### src/rtl/gray_counter_param.sv
// gray_counter_param
//   Parametrised up/down Gray-code counter with count enable, direction
//   control, synchronous parallel load, wrap or saturate at the terminal
//   value, a registered terminal-count pulse and a registered binary
//   companion output. Suited to async-FIFO pointers and encoder sequences
//   where the published value must change one bit at a time.
//
// Parameters
//   WIDTH     counter width in bits (2..32)
//   WRAP      1 = wrap at the terminal value, 0 = saturate (hold) there
//   RESET_VAL binary value loaded on reset
//
// Ports
//   clk      in   rising-edge clock
//   rst      in   synchronous reset, active high
//   en       in   count enable
//   up       in   1 = increment, 0 = decrement
//   load     in   synchronous parallel load strobe (beats en)
//   load_val in   binary value to load
//   g_count  out  registered Gray-code count
//   b_count  out  registered binary count, always consistent with g_count
//   tc       out  registered terminal-count pulse
module gray_counter_param #(
    parameter int unsigned WIDTH     = 4,
    parameter bit          WRAP      = 1'b1,
    parameter int unsigned RESET_VAL = 0
) (
    input  logic             clk,
    input  logic             rst,
    input  logic             en,
    input  logic             up,
    input  logic             load,
    input  logic [WIDTH-1:0] load_val,
    output logic [WIDTH-1:0] g_count,
    output logic [WIDTH-1:0] b_count,
    output logic             tc
);

    localparam logic [WIDTH-1:0] RST_B = WIDTH'(RESET_VAL);
    localparam logic [WIDTH-1:0] ONE_B = WIDTH'(1);
    localparam logic [WIDTH-1:0] MAX_B = '1;

    function automatic logic [WIDTH-1:0] to_gray(input logic [WIDTH-1:0] b);
        return b ^ (b >> 1);
    endfunction

    // Modulo-2^WIDTH step; the carry/borrow out is simply dropped.
    function automatic logic [WIDTH-1:0] step_val(input logic [WIDTH-1:0] b,
                                                  input logic             dir_up);
        return dir_up ? (b + ONE_B) : (b - ONE_B);
    endfunction

    logic             at_term;
    logic             blocked;
    logic [WIDTH-1:0] b_next;

    always_comb begin
        at_term = up ? (b_count == MAX_B) : (b_count == '0);
        // In saturate mode the terminal value is sticky while counting on.
        blocked = at_term && !WRAP;
        b_next  = step_val(b_count, up);
    end

    // Stage boundary: binary and Gray registers are written together from
    // the same next value, so g_count never decodes a stale b_count.
    always_ff @(posedge clk) begin
        if (rst) begin
            b_count <= RST_B;
            g_count <= to_gray(RST_B);
            tc      <= 1'b0;
        end else if (load) begin
            b_count <= load_val;
            g_count <= to_gray(load_val);
            tc      <= 1'b0;
        end else if (en) begin
            if (!blocked) begin
                b_count <= b_next;
                g_count <= to_gray(b_next);
            end
            tc <= at_term;
        end else begin
            tc <= 1'b0;
        end
    end

endmodule
### config.mk
export PLATFORM = sky130hd
export DESIGN_NAME = gray_counter_param
export DESIGN_NICKNAME = d
export VERILOG_FILES = /design/src/rtl/gray_counter_param.sv
export SDC_FILE = /design/constraint.sdc
export NUM_CORES = 1
export LEC_CHECK = 0
export BUFFER_PORTS_ARGS = -buffer_cell sky130_fd_sc_hd__clkbuf_2
export CORE_AREA = 2 2 39 41
export CTS_BUF_LIST = sky130_fd_sc_hd__clkbuf_4
export DETAILED_ROUTE_END_ITERATION = 7
export DIE_AREA = 0 0 41 43
export PLACE_DENSITY = 0.64
export SLEW_MARGIN = 20
export SYNTH_ARGS = -nofsm -noshare
export SYNTH_HDL_FRONTEND = slang
export SYNTH_SLANG_ARGS = --single-unit
### constraint.sdc
create_clock -name clk -period 1.75 [get_ports clk]
set_input_delay 0.35 -clock clk [delete_from_list [all_inputs] [get_ports clk]]
set_output_delay 0.35 -clock clk [all_outputs]
set_load 0.05 [all_outputs]
Word-level counts from Yosys, hierarchy flattened:

Index checks and enable logic that the tools add are counted.

* bits in registers: 9
* input port bits: 9
* output and inout bits: 9
* logic and storage cells: 18

* add/subtract/negate cells: 2
* eq/ne operators: 1
* multiplexer cells: 6
* bitwise operators: 3
* reduce and logical (&&, ||, !) cells: 3

Operators with widths (number)
* 4-bit 2-to-1 mux: 5
* 4-bit by 3-bit bitwise XOR with 4-bit output: 2
* 4-bit by 1-bit adder with 4-bit output, second input constant: 1
* 4-bit == test, second input constant: 1
* 4-bit logical NOT: 1
* 4-bit by 1-bit subtractor with 4-bit output, second input constant: 1
* 3-bit OR reduction: 1
* 2-bit nonzero test: 1
* 1-bit 2-to-1 mux: 1
* 1-bit NOT: 1

Depth between registers and ports, before layout:

Gate-level depths: netlist of run 1.

* word-level depth: 5
* gate-level depth with buffers: 6
* depth with buffers taken out: 6

Worst setup path after synthesis of run 1:

OpenSTA, ideal clock, no wires.

* path kind: reg2reg
* from: register b_count[0]
* to: register g_count[0]
* setup time: 86 ps
* arrival time: 1833 ps
* data required time: 1664 ps
* setup slack: -168 ps
* cell stages (with the launch flop): 6
* buffers on the path: 0
* period minus slack after synthesis: 1918 ps
* cells stage by stage: dfxtp_1 fa_1 xor2_1 nor2_1 a211oi_1 a211oi_1

* cells in the longest elaborated chain, start to end: 5
* elaborated cells between the ends (all ways): 6
* those cells by class: 2 x add/sub; 3 x mux; 1 x bitwise

RTL lines
* start: declaration: RTL line 35 `output logic [WIDTH-1:0] b_count,`
* start signal: assignment: RTL line 72 `b_count <= load_val;`
* start signal: assignment: RTL line 77 `b_count <= b_next;`
* 4-bit by 1-bit subtractor with 4-bit output / 4-bit by 1-bit adder with 4-bit output (equally long branches): RTL line 50 `return dir_up ? (b + ONE_B) : (b - ONE_B);`
* 4-bit 2-to-1 mux *: RTL line 50
* 4-bit by 3-bit bitwise XOR with 4-bit output *: RTL line 44 `return b ^ (b >> 1);`
* 4-bit 2-to-1 mux *: RTL line 75 `end else if (en) begin`
* 4-bit 2-to-1 mux *: RTL line 71 `end else if (load) begin`
* end signal: assignment: RTL line 69 `g_count <= to_gray(RST_B);`
* end signal: assignment: RTL line 73 `g_count <= to_gray(load_val);`
* end signal: assignment: RTL line 78 `g_count <= to_gray(b_next);`
* end: declaration: RTL line 34 `output logic [WIDTH-1:0] g_count,`

Mark *: on every way between the ends. The rest lies on a longest branch, timed or not. The select of a mux whose other input is x is not followed.
A chain may end at the register's enable or synchronous reset.

Worst setup path after layout of run 1:

* from: input up
* to: register g_count[2]

* cells in the longest elaborated chain, start to end: 4

RTL lines
* start: declaration: RTL line 31 `input logic up,`
* 4-bit 2-to-1 mux: RTL line 50
* 4-bit by 3-bit bitwise XOR with 4-bit output: RTL line 44
* 4-bit 2-to-1 mux: RTL line 75
* 4-bit 2-to-1 mux: RTL line 71

No other way between the ends. The select of a mux whose other input is x is not followed.

==> results by group, run 1 <==
Status
  • Status: finished, final reports clean

Layout
  • Final Util: 48.7%
  • P&R area growth vs syn: 27.1%
  • Diode count: 0
  • Layout fillers: 138
  • Share of cells above drive strength 1: 37.8%
  • Layout net count: 96

Clock tree
  • Post-CTS sizing: 0
  • Worst-path clk slew: 60 ps
  • H-tree levels: 1
  • Num CTS Buffers: 3
  • Hold Buf Count CTS: 0
  • Post-CTS setup buffer count: 0
  • Clock tree root buffer cell: clkbuf_4
  • CTS tree: built
  • CTS Sinks: 8
  • Clk Latency, worst-skew pair: 250 ps
  • Clock tree buffer depth: 2

Drt
  • Vias per cell: 5.29
  • DR vias: 518
  • Drt wl/cell: 11.9 µm
  • Initial drt markers: 11
  • Post-Route WL: 1170 µm
  • Antenna Nets Post-Route: 0
  • Remaining routing DRC violations: 0
  • First-pass DRT Iterations: 4

Global routing
  • First-pass GRT wire length: 1880 µm
  • Largest net degree at the start of global routing: 17
  • Initial antenna violation count: 0
  • Total Routing Usage GR: 15.7%
  • Overflow after GRT: 0
  • Vias in the first global route: 451

Placement
  • DP HPWL: 899 µm
  • RePlAce Congestion: 0.803
  • # port buffers: 17
  • Pre-CTS setup slack: -91.6 ps

Worst setup path
  • R2R depth: 5
  • Worst R2R Setup Slack: 170 ps
  • CP Launch Type: input pin
  • Kind of critical path: in -> reg
  • WP data arrival: 1780 ps
  • Worst r2r src: b_count[2]$_SDFFE_PP0P_
  • Crit path required time: 1930 ps
  • Reg-to-Reg End: g_count[2]$_SDFFE_PP0P_
  • Peak fanout along the critical path: 4
  • Crit path capture type: register

Timing
  • Unrepaired setup endpoints after global routing: false
  • Final Critical Period: 1600 ps
  • Final WS setup: 154 ps
  • Layout Skew: 1.02 ps
  • Final worst path period share: 91.2%
  • Final setup viols: 0
  • Hold_ws: 366 ps
  • Final max-slew violation count: 0
  • FMAX: 626 MHz
  • Max-slew headroom: 79.8%
  • Worst-Margin Slew: 303 ps
  • Final Hold Vio Count: 0

Synthesis
  • Post-synth ARST share: 0%
  • Net Count, Synth: 74
  • Synth Area in Simple Gates: 18.4%
  • Dominant synthesized flop cell: dfxtp_1
  • Largest family of logic cells by synthesized area: simple AND/OR/NAND/NOR gates
  • Mux share of post-synthesis cell area: 1.89%
  • Post-Synth Adder-Cell Area: 8.49%
  • Syn_area_per_cell: 8.56 µm²
  • Mapped Area: 531 µm²
  • YS warnings: 0
  • Gate Count Post-Synth: 62
  • Synth Register Bits: 8
  • Register area share after synthesis: 30.2%
  • Complex-gate fraction of the synthesized area: 17.5%
  • XOR/XNOR Fraction of Synth Area: 17.5%
  • Cell variety after synth: 29
  • EDFF count, synth: 0

Floorplan
  • Die Span Y: 43 µm
  • Initial Util: 38.3%
  • Chip Width: 41 µm
  • Area of the die: 1760 µm²
  • # rows: 14
  • Core ar.: 1380 µm²
  • Number of top-level pins: 18

Hold path
  • WHS Path Cells: 3
  • Hold Path End: b_count[0]$_SDFFE_PP0P_
  • Hold Crit Start: load_val[0]
  • Worst hold path type: in -> reg

Pwr
  • PwrDens: 889 nW/µm²
  • Static leakage: 0.000321 µW
  • Peak supply drop: 347 µV

Run
  • Number of max-cap violations: 0
-- per-stage QoR --
step / instance area, µm² / power, µW / std cells / setup TNS, ps
CTS: 674 / 607 / 98 / 0
global route: 674 / 639 / 98 / 0
detailed placement: 652 / 457 / 95 / -202
floorplan: 534 / 399 / 62 / 0
finish: 674 / 600 / 98 / 0
global placement: 652 / 454 / 95 / -106
-- worst max path at each step --
| stage | from | end | cells past startpoint |
|---|---|---|---|
| after global placement | up | g_count[2]$_SDFFE_PP0P_ | 8 |
| after detailed placement | up | g_count[2]$_SDFFE_PP0P_ | 8 |
| final | up | g_count[2]$_SDFFE_PP0P_ | 8 |
| after CTS | up | g_count[2]$_SDFFE_PP0P_ | 8 |
| after global routing | b_count[1]$_SDFFE_PP0P_ | g_count[2]$_SDFFE_PP0P_ | 5 |
| after floorplan | b_count[0]$_SDFFE_PP0P_ | g_count[1]$_SDFFE_PP0P_ | 5 |
-- synthesized netlist by cell type, drive strengths merged, types with 2 or more instances --
cell type | instances | area share, %
a211oi | 3 | 4.2
a21oi | 8 | 7.5
buf | 4 | 4.0
dfxtp | 8 | 30
ha | 2 | 4.7
inv | 2 | 1.4
nor2 | 10 | 7.5
nor4 | 2 | 2.4
xnor2 | 7 | 12
-- flip-flops by register name, summed over array words and instances (netlist names) --
name     cells
g_count      4
b_count      3
tc           1
-- layer usage --
| metal | vias to the layer above | track usage, % | wire length [µm] |
|---|---|---|---|
| met1 | 236 | 20.0 | 521 |
| li1 | 259 | - | - |
| met2 | 19 | 23.1 | 582 |
| met4 | 0 | 6.67 | 17 |
| met5 | - | 0 | 0 |
| met3 | 4 | 5.24 | 48 |
-- power breakdown --
part           switching (µW)  total, µW  internal, µW
logic                     143        240          96.8
clock network            67.2        146          78.8
registers                14.4        214           199
-- layout by cell type (no fill, tap or decap), types with 3 or more instances in the layout --
master    count
a211oi_1      3
nor2_1        9
buf_4         5
a21oi_1       8
clkbuf_4      3
clkbuf_2     17
xnor2_1       7
dfxtp_1       5
dfxtp_2       3
-- cell families (layout without fill, tap and decap cells) --
logic type | after synthesis | after routing
compound gates | 15 | 15
buf+inv | 7 | 27
simple gates | 19 | 19
xor+xnor | 9 | 9
fa+ha+maj | 3 | 3
mux | 1 | 1
flops | 8 | 8
-- layout make-up --
cell class                      instances  area (µm²)  share of cell area (%)
Sequential cell                         8         164                    24.3
Tap cell                               16        20.0                    2.97
Clock buffer                            3        22.5                    3.34
Timing Repair Buffer                   22         123                    18.2
Inverter                                2        7.51                    1.11
Multi-Input combinational cell         47         338                    50.1
-- critical path: stages --
cell and delay (ps):
clkbuf_2 90, inv_1 90, buf_4 150, ha_1 290, and3_4 180, nor2_2 100, xnor3_1 390, a21oi_1 160
Note: power is estimated with default switching activity, not from simulation.
==> run 2: changes to the inputs <==
==> constraint.sdc (replaced) <==
create_clock -name clk -period 1.75 [get_ports clk]
set_input_delay 0.0875 -clock clk [delete_from_list [all_inputs] [get_ports clk]]
set_output_delay 0.0875 -clock clk [all_outputs]
set_load 0.05 [all_outputs]
==> run 2 against run 1 <==
Against the previous run:
- largest power group unchanged
- largest cell class unchanged
- clock-buffer cell count did not move
- critical path depth fell by 3
- highest routed layer unchanged
- combinational power fell by 5%
- worst setup slack got worse by 33 ps
- clock power about the same
- die area stayed put
- first-iteration DRC count fell by 64%
==> results by group, run 2 (synthesis results as in run 1) <==
Layout
  • Largest register FFs: 4
  • Final Util: 46.6%
  • Layout fillers: 149
  • Diode count: 0
  • Largest regs: g_count: 4 flops, b_count: 3 flops, tc: 1 flops
  • Commonest cells after routing, fill and taps aside: clkbuf_2, nor2_1, a21oi_1
  • Top register by number of flip-flops: g_count
  • Layout net count: 92
  • Most common cell after layout, fill and taps aside: clkbuf_2
  • Share of cells above drive strength 1: 34.6%
  • Finished Layout Cells: 94
  • P&R area growth vs syn: 21.5%

Clock tree
  • Post-CTS setup buffer count: 0
  • H-tree levels: 1
  • Clock tree buffer depth: 2
  • CTS Sinks: 8
  • Hold Buf Count CTS: 0
  • CTS tree: built
  • Clk Latency, worst-skew pair: 260 ps
  • Clock tree root buffer cell: clkbuf_4
  • Num CTS Buffers: 3
  • Post-CTS sizing: 0
  • Worst-path clk slew: 60 ps

Timing
  • Final worst path period share: 93.1%
  • Worst-Margin Slew: 320 ps
  • Final Critical Period: 1630 ps
  • Total negative setup slack: 0 ps
  • Final setup viols: 0
  • Hold_ws: 105 ps
  • Unrepaired setup endpoints after global routing: false
  • Max-slew headroom: 78.5%
  • FMAX: 614 MHz
  • Final Hold Vio Count: 0
  • Final max-slew violation count: 0
  • Layout Skew: 8.46 ps

Floorplan
  • Number of top-level pins: 18
  • Core ar.: 1380 µm²
  • Initial Util: 38.3%
  • Area of the die: 1760 µm²
  • Die Span Y: 43 µm
  • # rows: 14
  • Chip Width: 41 µm

Global routing
  • Largest net degree at the start of global routing: 17
  • First-pass GRT wire length: 1750 µm
  • Initial antenna violation count: 0
  • Total Routing Usage GR: 15.5%
  • Overflow after GRT: 0
  • Vias in the first global route: 401

Pwr
  • Total chip power: 585 µW
  • PwrDens: 908 nW/µm²
  • Static leakage: 0.000302 µW
  • Peak supply drop: 486 µV

Drt
  • DR vias: 506
  • Initial drt markers: 4
  • Remaining routing DRC violations: 0
  • First-pass DRT Iterations: 3
  • Drt wl/cell: 11.7 µm
  • Post-Route WL: 1100 µm
  • Uppermost routed layer: met4
  • Met3 WL: 32 µm
  • Vias per cell: 5.38
  • WL met2: 568 µm
  • Antenna Nets Post-Route: 0
  • Met1 WL: 482 µm

Placement
  • RePlAce Congestion: 0.819
  • DP HPWL: 832 µm
  • # port buffers: 17
  • Post-placement cell count: 91

Status
  • Status: finished, final reports clean

Worst setup path
  • WP data arrival: 1790 ps
  • Crit path required time: 1910 ps
  • Worst r2r src: b_count[1]$_SDFFE_PP0P_
  • Crit path capture type: register
  • Peak fanout along the critical path: 6
  • CP Launch Type: register
  • Critical Path Source: b_count[1]$_SDFFE_PP0P_
  • Kind of critical path: reg -> reg

Hold path
  • Hold Crit Start: load_val[0]
  • Worst hold path type: in -> reg

Run
  • Number of max-cap violations: 0
==> run 2: final timing paths <==
check                                                to  slack (ps)  cells past startpoint
worst min register to register  g_count[1]$_SDFFE_PP0P_         570                      2
worst min-delay path            b_count[0]$_SDFFE_PP0P_         100                      3
worst max register to register  g_count[1]$_SDFFE_PP0P_         120                      5
worst max-delay path            g_count[1]$_SDFFE_PP0P_         120                      5
==> run 2: where the power goes <==
part | switching, µW | total, µW | leakage [µW] | internal [µW]
Clock | 66.2 | 145 | 0.0000138 | 78.7
Sequential | 13.9 | 213 | 0.0000672 | 199
Combinational | 140 | 227 | 0.000221 | 86.7
==> run 2: area by class of cell <==
cell class / instances / area [µm²] / area share, %
clock buffers: 3 / 22.5 / 3.50
repair buffers: 18 / 92.6 / 14.4
inverters: 2 / 7.51 / 1.17
flip-flops and latches: 8 / 164 / 25.4
multi-input cells: 47 / 338 / 52.4
well taps: 16 / 20.0 / 3.11
==> run 2: worst max-delay path: stages, from the launching register on <==
cell	delay [ps]
dfxtp_2	350
fa_1	380
xnor2_1	310
xnor2_1	160
nand2_1	70
a221oi_1	250
==> run 2: through the flow <==
stage                     setup WS (ps)  cell area (µm²)
after floorplan                    83.1              534
after global placement              178              622
after detailed placement            139              622
after CTS                           121              644
after global routing               37.7              644
final                               121              644
==> run 2: per-layer routing <==
metal	track usage (%)	up-vias
met5	0	-
met4	10.0	0
met3	6.28	2
met2	23.4	11
met1	16.9	239
li1	-	254
==> run 3: changes to the inputs <==
--- a/config.mk
+++ b/config.mk
@@ -6,11 +6,14 @@
 export NUM_CORES = 1
 export LEC_CHECK = 0
 export BUFFER_PORTS_ARGS = -buffer_cell sky130_fd_sc_hd__clkbuf_2
-export CORE_AREA = 2 2 39 41
+export CELL_PAD_IN_SITES_DETAIL_PLACEMENT = 0
+export CELL_PAD_IN_SITES_GLOBAL_PLACEMENT = 1
+export CORE_ASPECT_RATIO = 1.1
+export CORE_MARGIN = 2
+export CORE_UTILIZATION = 32
 export CTS_BUF_LIST = sky130_fd_sc_hd__clkbuf_4
 export DETAILED_ROUTE_END_ITERATION = 7
-export DIE_AREA = 0 0 41 43
-export PLACE_DENSITY = 0.64
+export PLACE_DENSITY = 0.7
 export SLEW_MARGIN = 20
 export SYNTH_ARGS = -nofsm -noshare
 export SYNTH_HDL_FRONTEND = slang
==> run 3 against run 2 <==
Against the previous run:
- sequential power hardly changed
- via count down 8.5%
- die area up 13%
- sequential share of layout area barely moved
- non-clock buffer count shrank 1
- sequential cell count unchanged
- first-iteration DRC count grew to 3.0 times the previous value
- worst setup slack improved by 21 ps
- critical path type unchanged
- critical endpoint is now g_count[2]$_SDFFE_PP0P_
- largest cell class unchanged
- highest routed layer unchanged
==> results by group, run 3 (synthesis results as in run 1) <==
Clock tree
  • Clock tree buffer depth: 2
  • Num CTS Buffers: 3
  • H-tree levels: 1
  • Clk Latency, worst-skew pair: 260 ps
  • Hold Buf Count CTS: 0
  • Clock tree root buffer cell: clkbuf_4
  • CTS tree: built
  • Worst-path clk slew: 60 ps
  • CTS Sinks: 8

Hold path
  • Worst hold path type: in -> reg

Drt
  • DR vias: 463
  • Drt wl/cell: 11.8 µm
  • Vias per cell: 4.93
  • Antenna Nets Post-Route: 0
  • Remaining routing DRC violations: 0
  • Initial drt markers: 12
  • Post-Route WL: 1110 µm
  • First-pass DRT Iterations: 4

Floorplan
  • Chip Width: 42.8 µm
  • Area of the die: 2000 µm²
  • # rows: 15
  • Number of top-level pins: 18
  • Die Span Y: 46.7 µm
  • Core ar.: 1560 µm²
  • Initial Util: 34.1%

Placement
  • # port buffers: 17
  • DP HPWL: 842 µm
  • Post-placement cell count: 91
  • RePlAce Congestion: 0.809

Pwr
  • PwrDens: 914 nW/µm²
  • Peak supply drop: 421 µV
  • Static leakage: 0.000302 µW
  • Total chip power: 590 µW

Worst setup path
  • WP data arrival: 1800 ps
  • Peak fanout along the critical path: 5
  • CP Launch Type: register
  • Crit path required time: 1940 ps
  • Critical path's top delay family: XOR/XNOR gates
  • Kind of critical path: reg -> reg
  • Slowest cell delay on critical path: 400 ps
  • Crit-path cells: ha_1 > and3_4 > nor2_2 > xnor3_1 > a21oi_1
  • Crit path capture type: register
  • Slowest cell on the critical path: xnor3_1
  • Bufs and invs on worst path: 0

Layout
  • Commonest cells after routing, fill and taps aside: clkbuf_2, nor2_1, a21oi_1
  • Layout fillers: 164
  • Largest register FFs: 4
  • Final Util: 41.4%
  • Top register by number of flip-flops: g_count
  • Largest regs: g_count: 4 flops, b_count: 3 flops, tc: 1 flops
  • Finished Layout Cells: 94
  • Layout net count: 91
  • Most common cell after layout, fill and taps aside: clkbuf_2
  • Share of cells above drive strength 1: 35.1%
  • Diode count: 0
  • P&R area growth vs syn: 21.7%

Global routing
  • Total Routing Usage GR: 12.2%
  • Vias in the first global route: 401
  • First-pass GRT wire length: 1710 µm
  • Overflow after GRT: 0
  • Largest net degree at the start of global routing: 17
  • Initial antenna violation count: 0

Status
  • Status: finished, final reports clean

Timing
  • Final Critical Period: 1610 ps
  • Unrepaired setup endpoints after global routing: false
  • Total negative setup slack: 0 ps
  • Final setup viols: 0
  • Final Hold Vio Count: 0
  • Hold_ws: 103 ps
  • Max-slew headroom: 80.5%
  • Layout Skew: 2.55 ps
  • Final worst path period share: 91.9%
  • Final max-slew violation count: 0
  • Worst-Margin Slew: 293 ps
  • FMAX: 622 MHz

Run
  • Number of max-cap violations: 0
## run 3: cell count changes in the layout (fill, tap and decap cells not counted), sizes merged
cell  delta
buf      -1
## run 3: worst paths after layout
kind	start	to	slack, ps	cells after the start
hold reg to reg	g_count[1]$_SDFFE_PP0P_	g_count[1]$_SDFFE_PP0P_	560	2
hold / removal	load_val[0]	b_count[0]$_SDFFE_PP0P_	100	3
setup / recovery	b_count[2]$_SDFFE_PP0P_	g_count[2]$_SDFFE_PP0P_	140	5
setup reg to reg	b_count[2]$_SDFFE_PP0P_	g_count[2]$_SDFFE_PP0P_	140	5
## run 3: repair_timing
action | CTS | global route
setup buffers | 0 | 0
resized for setup | 0 | 1
endpoints found under the setup margin | 0 | 1
## run 3: worst register-to-register path, cell delays in order (launching register included)
cell and delay (ps):
dfxtp_2 340, ha_1 340, and3_4 210, nor2_2 100
xnor3_1 400, a21oi_1 150
## run 3: power breakdown
part	switching, µW	internal [µW]	total, µW
Combinational	138	87.9	226
Clock	69.1	78.9	148
Sequential	16.4	199	216
Total	224	366	590
## run 3: cell type report
| type | count | area [µm²] | area share (%) |
|---|---|---|---|
| repair buffers | 17 | 85.1 | 13.2 |
| inverters | 2 | 7.51 | 1.16 |
| flip-flops and latches | 8 | 164 | 25.4 |
| well taps | 17 | 21.3 | 3.29 |
| clock buffers | 3 | 22.5 | 3.49 |
| multi-input cells | 47 | 345 | 53.5 |
## run 3: layer usage
| layer | share of wire, % | track usage (%) | vias to the layer above |
|---|---|---|---|
| li1 | - | - | 247 |
| met1 | 46 | 13.6 | 202 |
| met2 | 48 | 20.6 | 12 |
| met3 | 5.7 | 5.10 | 2 |
| met4 | 0.36 | 5.63 | 0 |
| met5 | 0 | 0 | - |
## run 3: through the flow
stage	instance area (µm²)	setup WS (ps)
after floorplan	534	83.1
after global placement	616	127
after detailed placement	616	104
after CTS	638	103
after global routing	646	61.2
final	646	142
